==> config.mk <==
export PLATFORM = sky130hd
export DESIGN_NAME = stack_arbiter
export DESIGN_NICKNAME = d
export VERILOG_FILES = /design/src/rtl/stack_pkg.sv /design/src/rtl/rr_arbiter.sv /design/src/rtl/stack_arbiter.sv
export SDC_FILE = /design/constraint.sdc
export NUM_CORES = 1
export LEC_CHECK = 0
export ABC_AREA = 1
export BUFFER_PORTS_ARGS = -buffer_cell sky130_fd_sc_hd__clkbuf_2
export CAP_MARGIN = 20
export CORE_ASPECT_RATIO = 1.4
export CORE_MARGIN = 2
export CORE_UTILIZATION = 40
export DETAILED_ROUTE_END_ITERATION = 6
export PLACE_DENSITY = 0.76
export SETUP_SLACK_MARGIN = 0.5
export SLEW_MARGIN = 20
export SYNTH_ARGS = -nofsm -noshare
export SYNTH_HDL_FRONTEND = slang
export SYNTH_SLANG_ARGS = --single-unit
==> constraint.sdc <==
create_clock -name clk -period 4.21 [get_ports clk]
set_input_delay 0.842 -clock clk [delete_from_list [all_inputs] [get_ports clk]]
set_output_delay 0.842 -clock clk [all_outputs]
set_load 0.005 [all_outputs]
==> src/rtl/stack_pkg.sv <==
// stack_pkg: shared op/state types and default sizes for the stack arbiter.
package stack_pkg;
    typedef enum logic {OP_PUSH = 1'b0, OP_POP = 1'b1} op_e;
    typedef enum logic [1:0] {S_IDLE, S_ISSUE, S_RESP, S_FLUSH} state_e;
    localparam int DATA_WIDTH = 8;
    localparam int LIFO_SIZE = 20;
endpackage

==> src/rtl/rr_arbiter.sv <==
// rr_arbiter: round-robin one-hot grant; search starts after the last granted index.
module rr_arbiter #(
    parameter int N = 4
) (
    input  logic                 clk,
    input  logic                 rst,
    input  logic [N-1:0]         req,
    input  logic                 adv,
    output logic [N-1:0]         gnt,
    output logic [$clog2(N)-1:0] gnt_id
);
    localparam int W = $clog2(N);
    logic [W-1:0] ptr_q, ptr_d, idx;
    always_comb begin
        gnt = '0;
        gnt_id = '0;
        idx = '0;
        for (int k = 1; k <= N; k++) begin
            idx = W'((int'(ptr_q) + k) % N);
            if (req[idx] && gnt == '0) begin
                gnt[idx] = 1'b1;
                gnt_id = idx;
            end
        end
        ptr_d = adv ? gnt_id : ptr_q;
    end
    always_ff @(posedge clk) begin
        if (rst) ptr_q <= W'(N - 1);
        else ptr_q <= ptr_d;
    end
endmodule

==> src/rtl/stack_arbiter.sv <==
// stack_arbiter: shares one external stack among NUM_REQ requesters, one op in flight.
module stack_arbiter #(
    parameter int NUM_REQ = 4,
    parameter int DATA_WIDTH = stack_pkg::DATA_WIDTH
) (
    input  logic                          clk,
    input  logic                          rst,
    input  logic [NUM_REQ-1:0]            req_valid,
    input  logic [NUM_REQ-1:0]            req_op,
    input  logic [NUM_REQ*DATA_WIDTH-1:0] req_data,
    output logic [NUM_REQ-1:0]            req_ready,
    output logic                          rsp_valid,
    output logic [$clog2(NUM_REQ)-1:0]    rsp_id,
    output logic [DATA_WIDTH-1:0]         rsp_data,
    output logic                          rsp_err,
    input  logic                          rsp_ready,
    input  logic                          flush_req,
    output logic                          flush_done,
    output logic [DATA_WIDTH-1:0]         stk_entry,
    output logic                          stk_insert,
    output logic                          stk_pop,
    input  logic [DATA_WIDTH-1:0]         stk_head,
    input  logic                          stk_full,
    input  logic                          stk_empty
);
    import stack_pkg::*;
    localparam int IW = $clog2(NUM_REQ);
    state_e state_q, state_d;
    op_e op_q;
    logic [IW-1:0] id_q, gnt_id;
    logic [DATA_WIDTH-1:0] data_q, rsp_data_q, rsp_data_d;
    logic rsp_err_q, rsp_err_d;
    logic [NUM_REQ-1:0] gnt;
    logic idle_ok, accept, issue_push, issue_pop;
    rr_arbiter #(.N(NUM_REQ)) u_rr (
        .clk(clk), .rst(rst), .req(req_valid), .adv(accept), .gnt(gnt), .gnt_id(gnt_id)
    );
    // Every output is gated with rst so nothing leaks during the reset cycle itself.
    always_comb begin
        idle_ok = state_q == S_IDLE && !rst && !flush_req;
        accept = idle_ok && |req_valid;
        req_ready = idle_ok ? gnt : '0;
        issue_push = !rst && state_q == S_ISSUE && op_q == OP_PUSH && !stk_full;
        issue_pop = !rst && state_q == S_ISSUE && op_q == OP_POP && !stk_empty;
        stk_insert = issue_push;
        stk_entry = issue_push ? data_q : '0;
        stk_pop = issue_pop || (!rst && state_q == S_FLUSH && !stk_empty);
        flush_done = !rst && state_q == S_FLUSH && stk_empty;
        rsp_valid = !rst && state_q == S_RESP;
        rsp_id = rsp_valid ? id_q : '0;
        rsp_data = rsp_valid ? rsp_data_q : '0;
        rsp_err = rsp_valid && rsp_err_q;
        rsp_data_d = issue_pop ? stk_head : '0;
        rsp_err_d = op_q == OP_PUSH ? stk_full : stk_empty;
        state_d = state_q;
        case (state_q)
            S_IDLE:  state_d = flush_req ? S_FLUSH : (|req_valid ? S_ISSUE : S_IDLE);
            S_ISSUE: state_d = S_RESP;
            S_RESP:  state_d = rsp_ready ? S_IDLE : S_RESP;
            S_FLUSH: state_d = stk_empty ? S_IDLE : S_FLUSH;
            default: state_d = S_IDLE;
        endcase
    end
    always_ff @(posedge clk) begin
        if (rst) begin
            state_q <= S_IDLE;
            op_q <= OP_PUSH;
            id_q <= '0;
            data_q <= '0;
            rsp_data_q <= '0;
            rsp_err_q <= 1'b0;
        end else begin
            state_q <= state_d;
            if (accept) begin
                id_q <= gnt_id;
                op_q <= op_e'(req_op[gnt_id]);
                data_q <= req_data[int'(gnt_id)*DATA_WIDTH +: DATA_WIDTH];
            end
            if (state_q == S_ISSUE) begin
                rsp_data_q <= rsp_data_d;
                rsp_err_q <= rsp_err_d;
            end
        end
    end
endmodule

==> summary.txt, run 1 <==
Initial detailed-routing violation count -> 157
Final WS setup -> 0.639 ns
CP max stage delay -> 0.21 ns
Clock Pin Slew Worst Setup and Hold Paths -> 0.08 ns
Cells after Synth -> 346
Die width -> 67.7 um
Routability cong. -> 0.801
Final Cycle Share -> 0.848
Core area -> 5490 sq um
Area fraction of the dominant cell type after synthesis -> 0.212
Post-synth EDFFs -> 0
Post-synthesis sequential area ratio -> 0.212
RSZ-0062 raised after global routing -> false
CP Capture Type -> output port
Library cells used by synthesis -> 35
Vias per Instance -> 4.93
Main synth FF type -> dfxtp_1
Worst-case clock buffer depth -> 2
Rows -> 32
Crit-path slowest cell -> a21oi_4
Largest net degree at the start of global routing -> 26
Total global routing overflow -> 0
Drt pass-1 iters -> 5
Total track usage -> 0.185
First-pass GRT wire length -> 9.32 mm
Max Cap Viol -> 0
Buffers on Ports -> 80
Power Density -> 357 nW/um^2
CP Class -> input port to output port
Final Skew -> 0.00104 ns
Sink Count -> 24
Cell family with most CP delay -> simple AND/OR/NAND/NOR gates
Layout net count -> 490
CTS Root Cell -> clkbuf_8
Number of H-tree levels -> 1
Leak Pwr -> 1.42 nW
Outcome -> complete, no violations
Worst-path fanout max -> 7
Starting Density -> 0.414
Antenna diode instance count -> 0
Initial antenna violation count -> 0
Max_slew headroom -> 0.418
Final min period -> 3.57 ns
Flops & latches, synth -> 24
Routed Antenna Nets -> 0
Setup TNS -> 0 ns
CP Cell Sequence -> clkbuf_2, inv_1, nand2_1, nand3_2, nand2_4, a21oi_4, nand3_1, nand2_2, nor2_1, nand3_1, nand3_2, nor2_8, nand2_8, inv_2, nand2_1, a31oi_1, clkbuf_2
Post-synthesis area per instance -> 6.56 sq um
TritonCTS Buffers -> 3
Slew Limit Fails -> 0
Io pins -> 81
Syn_nets -> 408
Least-Margin Pin Slew -> 0.870 ns
Leading area contributor after synthesis -> dfxtp_1
Worst setup SP type -> input port
Fraction of registers with async set or reset after synthesis -> 0
Post-DP HPWL -> 4.62 mm
Most numerous cell in the Yosys netlist -> nand2_1
Crit path required time -> 3.37 ns
Final WL -> 6.05 mm
Via count -> 2,434
Area Overhead vs Synth -> 23.4%
Clk_lat worst skew -> 0.26 ns
Die area -> 6300 sq um
Cell count after placement -> 483
WL per Instance -> 12.2 um
Synthesized area -> 2270 sq um
Ranking of synthesized cells by area -> dfxtp_1 21%, nand2_1 12%, nand3_1 11%, inv_1 10%, nand3_2 6.6%
Layout Cells excl Fill -> 494
Post-synth top cells -> 73 x nand2_1, 63 x inv_1, 48 x nand3_1
CTS tree -> yes
Final hold violation count -> 0
Setup violators final -> 0
Remaining DRCs -> 0
Post-Place Worst Slack -> 0.493 ns
Data arrival time of the critical path -> 2.73 ns
Fmax achieved -> 280 MHz
Maximum vdd drop -> 0.232 mV
Min Hold Slack -> 0.470 ns
Number of global-route vias before repair -> 2,177
YS warnings -> 0
Hold/Removal Path Class -> register to register
Die Y -> 93.1 um
Ratio of cells with drive above 1 in the final layout -> 0.322
Worst Path Buf+Inv -> 4
[worst min-delay path, delay by kind of cell, from the launching register on]
kind             cells  cell delay (ns)
AO/OA/AOI/OAI        1             0.05
AND/OR/NAND/NOR      1             0.06
flip-flops           1             0.32
[layout by cell type (no fill, tap or decap), types with 2 or more instances in the layout]
cell type	instances
nor2_4	2
buf_4	8
dfxtp_4	2
clkbuf_8	3
nand2_2	10
inv_2	2
nand3_1	48
nand3b_1	9
nand2_8	3
nor3_1	4
nand2_1	72
clkbuf_2	80
a31oi_1	5
nand3_4	2
nand3_2	15
nor2_1	26
nand2_4	2
o21ai_0	4
nor4_1	2
nor2_8	2
o211ai_1	2
a21oi_1	20
inv_1	62
dfxtp_1	22
ha_1	7
[stage by stage]
step	cell area [sq um]	util	power, mW
floorplan	2270	-	0.750
detailed placement	2670	0.486	0.824
CTS	2730	0.497	0.961
global placement	2670	0.486	0.813
finish	2800	0.510	1.00
global route	2800	0.510	1.08
[layer usage]
metal | vias up | track usage | part of all wire
met5 | - | 0 | 0
met4 | 0 | 0.0612 | 0.016
met3 | 9 | 0.0241 | 0.055
met2 | 72 | 0.321 | 0.52
met1 | 1088 | 0.229 | 0.41
li1 | 1265 | - | -
[final timing paths]
| check | slack [ns] | cells after the start | start | end |
|---|---|---|---|---|
| worst min-delay path | 0.47 | 2 | rsp_data_q[6] | rsp_data_q[6] |
| worst max register to register | 1.17 | 21 | u_rr.ptr_q[1] | data_q[6] |
| worst max-delay path | 0.64 | 17 | req_valid[2] | req_ready[0] |
| worst min register to register | 0.47 | 2 | rsp_data_q[6] | rsp_data_q[6] |
[state kept, by name (all words and copies together), names as in the netlist]
name,flops
op_q,1
rsp_err_q,1
id_q,2
state_q,2
u_rr.ptr_q,2
data_q,8
rsp_data_q,8
[final cells by class]
type	instances	area (sq um)
repair buffers	88	460
well taps	68	85.1
fillers	548	2690
multi-input cells	244	1460
flip-flops and latches	24	488
clock buffers	3	41.3
inverters	67	262
[repair_timing]
item / 4_1_cts / 5_1_grt
pin swaps: 0 / 3
gates cloned: 0 / 0
hold buffers: 0 / 0
buffers inserted: 2 / 6
endpoints found under the setup margin: 4 / 4
resized for setup: 3 / 5
[cell families (layout without fill, tap and decap cells)]
family,Yosys count,in the layout,synth area share
simple gates,198,198,0.487
buf+inv,78,158,0.154
compound gates,38,38,0.104
flops,24,24,0.212
fa+ha+maj,8,8,0.0441
[power by group]
part	switching, mW	internal, mW
sequential	0.00956	0.242
combinational	0.395	0.223
clock	0.0673	0.0639
No activity file was read; power rests on OpenSTA's default activity.
==> run 2, diff against run 1 <==
- ABC_AREA: 1 -> 0
- clock period: 4.21 -> 3.6 ns (I/O delays scaled with it)
==> run 2 against run 1 <==
  * Power up 25%
  * Routed wire length up 3.3%
  * Clock skew up 0.0019 ns
  * Cell count down 16%
  * Design area up 5.5%
  * First-iteration DRC count up 13%
==> summary.txt, run 2 <==
Outcome -> complete, no violations
Clock Pin Slew Worst Setup and Hold Paths -> 0.09 ns
Commonest non-fill, non-tap cell in the layout -> clkbuf_2
Remaining DRCs -> 0
Slew Limit Fails -> 0
Initial antenna violation count -> 0
Library cells used by synthesis -> 49
CP max stage delay -> 0.43 ns
WL per Instance -> 15.1 um
Total global routing overflow -> 0
Core area -> 5160 sq um
Initial detailed-routing violation count -> 178
Cells after Synth -> 248
Maximum vdd drop -> 0.297 mV
Clk_lat worst skew -> 0.26 ns
Worst-path fanout max -> 7
Final WS setup -> 0.296 ns
CTS Hold Buffers Added -> 0
Number of global-route vias before repair -> 2,164
YS warnings -> 0
Post-DP HPWL -> 4.53 mm
Final Total Pwr -> 1.25 mW
Routability cong. -> 0.975
Setup TNS -> 0 ns
Setup violators final -> 0
Flops & latches, synth -> 24
CTS tree -> yes
Leading area contributor after synthesis -> dfxtp_1
CP Class -> register to output port
Final min period -> 3.30 ns
Starting Density -> 0.411
Crit-path slowest cell -> dfxtp_4
Most frequent cells in the layout -> 79 x clkbuf_2, 25 x buf_4, 22 x mux2i_1, 22 x dfxtp_1, 20 x nor2_1
Post-synth EDFFs -> 0
Buffers on Ports -> 80
RSZ-0062 raised after global routing -> true
Max Cap Viol -> 0
Die area -> 5910 sq um
Area Overhead vs Synth -> 39.2%
Crit path required time -> 2.88 ns
Layout Cells excl Fill -> 413
Area fraction of the dominant cell type after synthesis -> 0.227
Ratio of cells with drive above 1 in the final layout -> 0.432
# fillers -> 466
TritonCTS Buffers -> 3
First-pass GRT wire length -> 9.96 mm
Largest net degree at the start of global routing -> 23
Final WL -> 6.25 mm
Least-Margin Pin Slew -> 0.669 ns
Power Density -> 423 nW/um^2
Final hold violation count -> 0
Post-Place Worst Slack -> 0.282 ns
Antenna diode instance count -> 0
Worst-case clock buffer depth -> 2
Rows -> 31
Vias per Instance -> 5.62
CP Cell Sequence -> inv_6, ha_4, mux4_2, o31a_2, a211oi_4, a31oi_4, buf_4, a21boi_1, nor2_1, clkbuf_2
Synthesized area -> 2120 sq um
DP Area -> 2630 sq um
Final instance area -> 2950 sq um
Total track usage -> 0.205
Layout net count -> 410
Fraction of registers with async set or reset after synthesis -> 0
Io pins -> 81
Data arrival time of the critical path -> 2.58 ns
Die Y -> 90.2 um
Drt pass-1 iters -> 5
Max_slew headroom -> 0.550
Routed Antenna Nets -> 0
CP Capture Type -> output port
Main synth FF type -> dfxtp_1
Die width -> 65.5 um
Fmax achieved -> 303 MHz
CTS Root Cell -> clkbuf_8
Final Skew -> 0.00289 ns
Worst setup SP type -> register
Final Cycle Share -> 0.918
Biggest regs -> data_q: 8 flops, rsp_data_q: 8 flops
Cell count after placement -> 388
Post-synthesis area per instance -> 8.55 sq um
Number of H-tree levels -> 1
Via count -> 2,321
Sink Count -> 24
Most numerous cell in the Yosys netlist -> dfxtp_1
Post-synth top cells -> 24 x dfxtp_1, 22 x mux2i_1, 22 x nand2_1
Ranking of synthesized cells by area -> dfxtp_1 23%, mux2i_1 10%, and2_1 5.6%, ha_1 4.7%, nand2b_1 4.4%
Post-synthesis sequential area ratio -> 0.227
Leak Pwr -> 1.37 nW
Syn_nets -> 310
Hold/Removal Path Class -> register to register
run 2: changes by cell type in the layout (fill, tap and decap cells not counted), sizes merged, moves of 19 or more:
| cell | previous run | this run |
|---|---|---|
| buf | 8 | 30 |
| mux2i | 0 | 22 |
| inv | 66 | 5 |
| nand3 | 65 | 1 |
| and2 | 0 | 19 |
| nand2 | 87 | 22 |
run 2: metal layers:
| metal | vias up | share of wire | global-route usage | wire (um) |
|---|---|---|---|---|
| li1 | 1137 | - | - | - |
| met1 | 1079 | 0.40 | 0.248 | 2490 |
| met2 | 91 | 0.53 | 0.355 | 3280 |
| met3 | 14 | 0.052 | 0.0350 | 326 |
| met4 | 0 | 0.024 | 0.0781 | 148 |
| met5 | - | 0 | 0 | 0 |
run 2: path summary, 6_finish.rpt:
path | start | cells after the start | end | slack [ns]
setup / recovery | u_rr.ptr_q[0] | 10 | req_ready[2] | 0.30
hold / removal | data_q[3] | 2 | data_q[3] | 0.46
setup reg to reg | u_rr.ptr_q[0] | 13 | data_q[2] | 0.36
hold reg to reg | data_q[3] | 2 | data_q[3] | 0.46
run 2: logic make-up after synthesis:
| group | share of synthesized area |
|---|---|
| AO/OA/AOI/OAI | 0.270 |
| XOR/XNOR | 0.00413 |
| adder cells (fa/ha/maj) | 0.0472 |
| buffers and inverters | 0.0472 |
| flip-flops | 0.227 |
| multiplexers | 0.162 |
| AND/OR/NAND/NOR | 0.242 |
run 2: critical path: cells and delay by family, from the launching register on:
| family | cells | cell delay, ns |
|---|---|---|
| simple gates | 1 | 0.09 |
| compound gates | 4 | 0.77 |
| flops | 1 | 0.43 |
| mux | 1 | 0.40 |
| buf+inv | 3 | 0.34 |
| fa+ha+maj | 1 | 0.30 |
run 2: what timing repair did:
action,4_1_cts,5_1_grt
hold endpoints to repair,0,0
gates cloned,0,1
resized for setup,16,13
setup endpoints to repair,14,14
pin swaps,7,3
buffers inserted,12,8
run 2: layout make-up:
cell class                      count  area (sq um)  share of cell area
Multi-Input combinational cell    205          1650               0.559
Timing Repair Buffer              109           637               0.216
Sequential cell                    24           488               0.165
Tap cell                           66          82.6              0.0280
Clock buffer                        4          66.3              0.0225
Inverter                            5          28.8             0.00975
run 2: power breakdown:
part	internal (mW)	switching [mW]
combinational	0.362	0.355
clock	0.121	0.0872
sequential	0.297	0.0258
run 2: per-stage QoR:
| stage | utilization | hold WS (ns) |
|---|---|---|
| 2_1_floorplan | - | 0.424 |
| 3_3_place_gp | 0.510 | 0.434 |
| 3_5_place_dp | 0.510 | 0.444 |
| 4_1_cts | 0.553 | 0.466 |
| 5_1_grt | 0.572 | 0.487 |
| 6_report | 0.572 | 0.460 |
